**config.mk**
```make
export PLATFORM = sky130hd
export DESIGN_NAME = mc_main_ctrl_flat
export DESIGN_NICKNAME = d
export VERILOG_FILES = /design/src/rtl/mc_main_ctrl_pkg.sv /design/src/rtl/mc_main_ctrl_if.sv /design/src/rtl/mc_main_ctrl_mem_wait.sv /design/src/rtl/mc_main_ctrl.sv /design/src/flat_wrapper.sv
export SDC_FILE = /design/constraint.sdc
export NUM_CORES = 1
export LEC_CHECK = 0
export ABC_CLOCK_PERIOD_IN_PS = 1610
export CORE_MARGIN = 1
export CORE_UTILIZATION = 41
export DETAILED_ROUTE_END_ITERATION = 12
export PLACE_DENSITY = 0.75
export SYNTH_ARGS = -nofsm -noshare
export SYNTH_HDL_FRONTEND = slang
export SYNTH_HIERARCHICAL = 1
export SYNTH_SLANG_ARGS = --single-unit
```
**constraint.sdc**
```tcl
create_clock -name clk -period 1.61 [get_ports clk]
set_input_delay 0.322 -clock clk [delete_from_list [all_inputs] [get_ports clk]]
set_output_delay 0.322 -clock clk [all_outputs]
set_load 0.01 [all_outputs]
```
**src/rtl/mc_main_ctrl_pkg.sv**
```systemverilog
// mc_pkg: shared state encodings, opcodes and select codes for the multi-cycle MIPS main control.
//   No ports. State, opcode, ALU_OP, ALUSrcB and PCSource codes, plus opcode/state classification helpers.
package mc_pkg;
  typedef enum logic [3:0] {
    S_FETCH  = 4'd0,
    S_DECODE = 4'd1,
    S_MEMADR = 4'd2,
    S_MEMRD  = 4'd3,
    S_MEMWB  = 4'd4,
    S_MEMWR  = 4'd5,
    S_EXEC   = 4'd6,
    S_RWB    = 4'd7,
    S_BRANCH = 4'd8,
    S_JUMP   = 4'd9,
    S_IEXEC  = 4'd10,
    S_IWB    = 4'd11
  } state_t;
  localparam logic [5:0] OP_RTYPE = 6'b000000;
  localparam logic [5:0] OP_LW    = 6'b100011;
  localparam logic [5:0] OP_SW    = 6'b101011;
  localparam logic [5:0] OP_BEQ   = 6'b000100;
  localparam logic [5:0] OP_J     = 6'b000010;
  localparam logic [5:0] OP_ADDI  = 6'b001000;
  localparam logic [1:0] ALUOP_ADD   = 2'b00;
  localparam logic [1:0] ALUOP_SUB   = 2'b01;
  localparam logic [1:0] ALUOP_FUNCT = 2'b10;
  localparam logic [1:0] SRCB_B      = 2'b00;
  localparam logic [1:0] SRCB_FOUR   = 2'b01;
  localparam logic [1:0] SRCB_IMM    = 2'b10;
  localparam logic [1:0] SRCB_IMM_SL2 = 2'b11;
  localparam logic [1:0] PCSRC_ALU    = 2'b00;
  localparam logic [1:0] PCSRC_ALUOUT = 2'b01;
  localparam logic [1:0] PCSRC_JUMP   = 2'b10;
  function automatic logic is_legal(input logic [5:0] op);
    return op == OP_RTYPE || op == OP_LW || op == OP_SW || op == OP_BEQ || op == OP_J || op == OP_ADDI;
  endfunction
  // The three states that wait on mem_ready and therefore own the wait timer.
  function automatic logic is_wait_state(input state_t s);
    return s == S_FETCH || s == S_MEMRD || s == S_MEMWR;
  endfunction
endpackage

```
**src/rtl/mc_main_ctrl_if.sv**
```systemverilog
// mc_main_ctrl_if: controller <-> datapath/memory bundle.
//   master (controller): in opcode, mem_ready; out all datapath controls, state, illegal_op, bus_err.
//   slave (datapath/bench): the mirror image.
interface mc_main_ctrl_if;
  logic [5:0] opcode;
  logic       mem_ready;
  logic       PCWrite, PCWriteCond, IorD, MemRead, MemWrite, IRWrite;
  logic       MemtoReg, RegDst, RegWrite, ALUSrcA;
  logic [1:0] ALUSrcB, ALU_OP, PCSource;
  logic [3:0] state;
  logic       illegal_op, bus_err;
  modport master (
    input  opcode, mem_ready,
    output PCWrite, PCWriteCond, IorD, MemRead, MemWrite, IRWrite, MemtoReg, RegDst, RegWrite,
           ALUSrcA, ALUSrcB, ALU_OP, PCSource, state, illegal_op, bus_err
  );
  modport slave (
    output opcode, mem_ready,
    input  PCWrite, PCWriteCond, IorD, MemRead, MemWrite, IRWrite, MemtoReg, RegDst, RegWrite,
           ALUSrcA, ALUSrcB, ALU_OP, PCSource, state, illegal_op, bus_err
  );
endinterface

```
**src/rtl/mc_main_ctrl_mem_wait.sv**
```systemverilog
// mc_mem_wait: memory wait counter with timeout compare.
//   clk, rst_n (sync active-low); clear restarts the count; ready holds it; timeout flags MEM_TIMEOUT-1 waited cycles.
module mc_mem_wait #(
  parameter int unsigned MEM_TIMEOUT = 255,
  parameter int unsigned CNT_W       = 8
) (
  input  logic clk,
  input  logic rst_n,
  input  logic clear,
  input  logic ready,
  output logic timeout
);
  logic [CNT_W-1:0] cnt;
  always_ff @(posedge clk)
    if (!rst_n || clear) cnt <= '0;
    else if (!ready) cnt <= cnt + 1'b1;
  assign timeout = cnt == CNT_W'(MEM_TIMEOUT - 1);
endmodule

```
**src/rtl/mc_main_ctrl.sv**
```systemverilog
// mc_main_ctrl: multi-cycle MIPS main control FSM.
//   clk, rst_n (sync active-low); m (master modport): opcode/mem_ready in, datapath controls,
//   state, illegal_op and bus_err out.
module mc_main_ctrl
  import mc_pkg::*;
#(
  parameter int unsigned MEM_TIMEOUT = 255,
  parameter int unsigned CNT_W       = 8
) (
  input logic          clk,
  input logic          rst_n,
  mc_main_ctrl_if.master m
);
  state_t state_q;
  logic   timeout, abort;
  // The timer only keeps counting while a wait state is stalling; any exit, completion or abort restarts it.
  mc_mem_wait #(.MEM_TIMEOUT(MEM_TIMEOUT), .CNT_W(CNT_W)) u_wait (
    .clk    (clk),
    .rst_n  (rst_n),
    .clear  (!is_wait_state(state_q) || m.mem_ready || timeout),
    .ready  (m.mem_ready),
    .timeout(timeout)
  );
  // mem_ready on the timeout cycle completes normally, so only a missing ready aborts.
  assign abort   = timeout && !m.mem_ready;
  assign m.state = state_q;
  always_ff @(posedge clk)
    if (!rst_n) state_q <= S_FETCH;
    else
      case (state_q)
        S_FETCH:  state_q <= m.mem_ready ? S_DECODE : S_FETCH;
        S_DECODE:
          case (m.opcode)
            OP_RTYPE:     state_q <= S_EXEC;
            OP_LW, OP_SW: state_q <= S_MEMADR;
            OP_BEQ:       state_q <= S_BRANCH;
            OP_J:         state_q <= S_JUMP;
            OP_ADDI:      state_q <= S_IEXEC;
            default:      state_q <= S_FETCH;
          endcase
        S_MEMADR: state_q <= m.opcode == OP_SW ? S_MEMWR : S_MEMRD;
        S_MEMRD:  state_q <= m.mem_ready ? S_MEMWB : timeout ? S_FETCH : S_MEMRD;
        S_MEMWR:  state_q <= m.mem_ready || timeout ? S_FETCH : S_MEMWR;
        S_EXEC:   state_q <= S_RWB;
        S_IEXEC:  state_q <= S_IWB;
        default:  state_q <= S_FETCH;
      endcase
  always_comb begin
    {m.PCWrite, m.PCWriteCond, m.IorD, m.MemRead, m.MemWrite, m.IRWrite, m.MemtoReg, m.RegDst, m.RegWrite, m.ALUSrcA} = '0;
    m.ALUSrcB    = SRCB_B;
    m.ALU_OP     = ALUOP_ADD;
    m.PCSource   = PCSRC_ALU;
    m.illegal_op = 1'b0;
    m.bus_err    = 1'b0;
    if (rst_n)
      case (state_q)
        S_FETCH: begin
          m.MemRead = 1'b1;
          m.ALUSrcB = SRCB_FOUR;
          m.IRWrite = m.mem_ready;
          m.PCWrite = m.mem_ready;
          m.bus_err = abort;
        end
        S_DECODE: begin
          m.ALUSrcB    = SRCB_IMM_SL2;
          m.illegal_op = !is_legal(m.opcode);
        end
        S_MEMADR: begin
          m.ALUSrcA = 1'b1;
          m.ALUSrcB = SRCB_IMM;
        end
        S_MEMRD: begin
          m.MemRead = 1'b1;
          m.IorD    = 1'b1;
          m.bus_err = abort;
        end
        S_MEMWB: begin
          m.RegWrite = 1'b1;
          m.MemtoReg = 1'b1;
        end
        S_MEMWR: begin
          m.MemWrite = 1'b1;
          m.IorD     = 1'b1;
          m.bus_err  = abort;
        end
        S_EXEC: begin
          m.ALUSrcA = 1'b1;
          m.ALU_OP  = ALUOP_FUNCT;
        end
        S_RWB: begin
          m.RegWrite = 1'b1;
          m.RegDst   = 1'b1;
        end
        S_BRANCH: begin
          m.ALUSrcA     = 1'b1;
          m.ALU_OP      = ALUOP_SUB;
          m.PCWriteCond = 1'b1;
          m.PCSource    = PCSRC_ALUOUT;
        end
        S_JUMP: begin
          m.PCWrite  = 1'b1;
          m.PCSource = PCSRC_JUMP;
        end
        S_IEXEC: begin
          m.ALUSrcA = 1'b1;
          m.ALUSrcB = SRCB_IMM;
        end
        S_IWB:   m.RegWrite = 1'b1;
        default: ;
      endcase
  end
endmodule
```
**src/flat_wrapper.sv**
```systemverilog
// flat-port wrapper written by rule: the top's interface ports become plain ports
module mc_main_ctrl_flat import mc_pkg::*;
#(
  parameter int unsigned MEM_TIMEOUT = 255,
  parameter int unsigned CNT_W       = 8
)
  (clk, rst_n, m_opcode, m_mem_ready, m_PCWrite, m_PCWriteCond, m_IorD, m_MemRead, m_MemWrite, m_IRWrite, m_MemtoReg, m_RegDst, m_RegWrite, m_ALUSrcA, m_ALUSrcB, m_ALU_OP, m_PCSource, m_state, m_illegal_op, m_bus_err);
  mc_main_ctrl_if m_i ();
  input logic clk;
  input logic rst_n;
  input wire logic [$bits(m_i.opcode)-1:0] m_opcode;
  input wire logic [$bits(m_i.mem_ready)-1:0] m_mem_ready;
  output wire logic [$bits(m_i.PCWrite)-1:0] m_PCWrite;
  output wire logic [$bits(m_i.PCWriteCond)-1:0] m_PCWriteCond;
  output wire logic [$bits(m_i.IorD)-1:0] m_IorD;
  output wire logic [$bits(m_i.MemRead)-1:0] m_MemRead;
  output wire logic [$bits(m_i.MemWrite)-1:0] m_MemWrite;
  output wire logic [$bits(m_i.IRWrite)-1:0] m_IRWrite;
  output wire logic [$bits(m_i.MemtoReg)-1:0] m_MemtoReg;
  output wire logic [$bits(m_i.RegDst)-1:0] m_RegDst;
  output wire logic [$bits(m_i.RegWrite)-1:0] m_RegWrite;
  output wire logic [$bits(m_i.ALUSrcA)-1:0] m_ALUSrcA;
  output wire logic [$bits(m_i.ALUSrcB)-1:0] m_ALUSrcB;
  output wire logic [$bits(m_i.ALU_OP)-1:0] m_ALU_OP;
  output wire logic [$bits(m_i.PCSource)-1:0] m_PCSource;
  output wire logic [$bits(m_i.state)-1:0] m_state;
  output wire logic [$bits(m_i.illegal_op)-1:0] m_illegal_op;
  output wire logic [$bits(m_i.bus_err)-1:0] m_bus_err;
  assign m_i.opcode = m_opcode;
  assign m_i.mem_ready = m_mem_ready;
  assign m_PCWrite = m_i.PCWrite;
  assign m_PCWriteCond = m_i.PCWriteCond;
  assign m_IorD = m_i.IorD;
  assign m_MemRead = m_i.MemRead;
  assign m_MemWrite = m_i.MemWrite;
  assign m_IRWrite = m_i.IRWrite;
  assign m_MemtoReg = m_i.MemtoReg;
  assign m_RegDst = m_i.RegDst;
  assign m_RegWrite = m_i.RegWrite;
  assign m_ALUSrcA = m_i.ALUSrcA;
  assign m_ALUSrcB = m_i.ALUSrcB;
  assign m_ALU_OP = m_i.ALU_OP;
  assign m_PCSource = m_i.PCSource;
  assign m_state = m_i.state;
  assign m_illegal_op = m_i.illegal_op;
  assign m_bus_err = m_i.bus_err;
  mc_main_ctrl #(.MEM_TIMEOUT(MEM_TIMEOUT), .CNT_W(CNT_W)) u_core (.clk(clk), .rst_n(rst_n), .m(m_i));
endmodule
```
==> flow_metrics.py <==
metrics = {
    "outcome": {
        "outcome": "finished with violations",
        "violations": "negative setup slack",
    },
    "cells_and_area": {
        "antenna_cells": 0,
        "final_layout_size_suffix_gt1_share_pct": 50.0,
        "nets": 220,
        "area_delta_synth_final_pct": 83.1,
    },
    "floorplan": {
        "rows": 17,
        "dieArea_mm2": 0.00256,
        "num_io_pins": 31,
        "core_area_mm2": 0.00221,
        "initial_core_util_pct": 43.7,
        "die_y_um": 50.6,
        "die_x_um": 50.6,
    },
    "pwr": {
        "p_leak_nw": 0.811,
        "p_per_area_mw_per_mm2": 470,
        "ir_drop_v": 0.000589,
    },
    "sta": {
        "tns_ns": -0.758,
        "worst_slack_ns": -0.146,
        "finClkSkew_ns": 0.000689,
        "fin_crit_ns": 1.76,
        "hold_viol_final": 0,
        "slew_headroom_pct": 76.9,
        "fmax_mhz": 569,
        "setup_violations": 16,
        "holdWs_ns": 0.536,
        "maxSlewViolCount": 0,
        "tightest_slew_ns": 0.346,
        "rsz0062_at_grt": "yes",
        "fin_crit_sh_pct": 109,
    },
    "yosys": {
        "ys.flop_type": "dfxtp_1",
        "synth_area_leader_cell": "dfxtp_1",
        "avgSynthCellArea_um2": 7.16,
        "synth_top_area_share_pct": 24.8,
        "syn_nets": 146,
        "ys_warn_count": 6,
        "syn-instance-count": 135,
        "synth_edf_count": 0,
        "async_flop_share_pct": 0,
        "ys_seq_area_share_pct": 24.8,
        "synth.area.top_cells": "dfxtp_1 25%, nor2_1 8.9%, a21oi_1 6.7%",
        "synth_cell_type_count": 38,
        "synth.most_common_cell": "nor2_1",
        "ys_ff_latch": 12,
        "synth_top_cells_by_count": "23 x nor2_1, 13 x a21oi_1, 12 x dfxtp_1",
        "netlist_area_um2": 967,
    },
    "placement": {
        "io_buffers": 30,
        "gp_congestion": 0.830,
        "dpl.hpwl_mm": 2.33,
    },
    "detailed_routing": {
        "met3WireLength_um": 105,
        "vias": 1286,
        "drt_iter0_drc": 38,
        "viasPerCell": 5.45,
        "drtPass1Iterations": 4,
        "totalWireLength_mm": 3.41,
        "wl_met2_mm": 1.82,
        "met1Wirelength_mm": 1.42,
        "drc": 0,
        "drtAntennaViolNets": 0,
        "wl_per_cell_um": 14.5,
        "highest_layer": "met4",
    },
    "clock_tree": {
        "cts_made_buffers": 3,
        "htreeDepth": 1,
        "clk_latency_ns": 0.28,
        "clkTransAtPathRegs_ns": 0.08,
        "cts_tree": "done",
        "max-clock-path-buffers": 2,
        "cts_root_buf": "clkbuf_4",
        "cts.sinks": 12,
    },
    "critical_path": {
        "path_cells": "dlygate4sd2_1 -> and3_1 -> o21ai_1 -> nor4bb_2 -> buf_2",
        "crit_required_ns": 1.29,
        "path_max_fanout": 4,
        "crit_path_end_kind": "output port",
        "cp_data_arrival_time_ns": 1.43,
        "startpoint_type": "input pin",
        "slowest_delay_ns": 0.27,
        "crit_type": "in2out",
        "cpMaxStageDelayCell": "dlygate4sd2_1",
    },
    "hold_path": {
        "hp-class": "reg2reg",
    },
    "global_route": {
        "grt_max_degree": 14,
        "grt-ovfl-total": 0,
        "grt_use_total_pct": 27.9,
        "grt_pass1_wl_mm": 5.51,
        "grt_pass1_vias": 1289,
        "antenna_found_initial": 0,
    },
    "flow_run": {
        "cap_violations": 0,
    },
}
==> per-layer routing <==
metal / vias up / GRT usage [%]
met3: 9 / 2.42
met2: 43 / 51.8
met1: 610 / 32.7
met5: - / 0
met4: 0 / 10.6
li1: 624 / -
==> area by class of cell <==
cell class / count / area [µm²]
Timing Repair Buffer: 75 / 584
Multi-Input combinational cell: 115 / 851
Sequential cell: 12 / 256
Tap cell: 28 / 35.0
Fill cell: 150 / 442
Inverter: 2 / 7.51
Clock buffer: 4 / 36.3
==> critical path, delay by kind of cell <==
kind | cells | cell delay, ns
simple gates | 2 | 0.49
compound gates | 1 | 0.17
buf+inv | 2 | 0.45
==> flip-flops by register name, indices dropped and copies added, names as in the netlist <==
register,flops
u_core/u_wait/cnt,8
u_core/m.state,4
==> cell families after synthesis <==
group	share of synthesized area, %
AO/OA/AOI/OAI	19.8
adder cells (fa/ha/maj)	2.59
XOR/XNOR	6.34
AND/OR/NAND/NOR	42.2
buffers and inverters	4.27
flip-flops	24.8
==> per-stage QoR <==
| stage | util (%) | worst slack [ns] | cell area (µm²) | cells | total power, mW |
|---|---|---|---|---|---|
| 2_1_floorplan | - | -0.00299 | 971 | 135 | 0.410 |
| 3_3_place_gp | 72.0 | -0.703 | 1590 | 228 | 0.546 |
| 3_5_place_dp | 72.0 | -0.744 | 1590 | 228 | 0.555 |
| 4_1_cts | 74.7 | -0.114 | 1650 | 235 | 0.805 |
| 5_1_grt | 80.0 | -0.204 | 1770 | 236 | 0.875 |
| 6_report | 80.0 | -0.146 | 1770 | 236 | 0.833 |
==> what timing repair did <==
action / CTS / global route
hold buffers: 0 / 0
gates resized for setup: 109 / 32
pin swaps: 9 / 11
buffers inserted: 3 / 1
setup endpoints to repair: 32 / 20
==> report_power, final <==
group	internal (mW)	switching (mW)
clock	0.138	0.115
sequential	0.298	0.0112
combinational	0.145	0.126
==> path summary, 6_finish.rpt <==
check	startpoint	endpoint	depth (start not counted)	slack, ns
max	m_opcode[5]	m_illegal_op	5	-0.15
min	u_core/u_wait/cnt[6]	u_core/u_wait/cnt[6]	2	0.54
max reg2reg	u_core/u_wait/cnt[0]	u_core/m.state[0]	9	-0.06
min reg2reg	u_core/u_wait/cnt[6]	u_core/u_wait/cnt[6]	2	0.54
==> cell usage in the layout, fill, tap and decap left out, types with 4 or more instances in the layout <==
master	count
buf_4	38
nor2_1	17
buf_2	15
nand2_1	11
dlygate4sd2_1	8
buf_6	8
a21oi_1	8
dfxtp_1	7
xor2_1	5
o21ai_0	5
a21oi_2	5
nand2b_1	4
nand2b_4	4
dfxtp_4	4
Note: power is estimated with default switching activity, not from simulation.
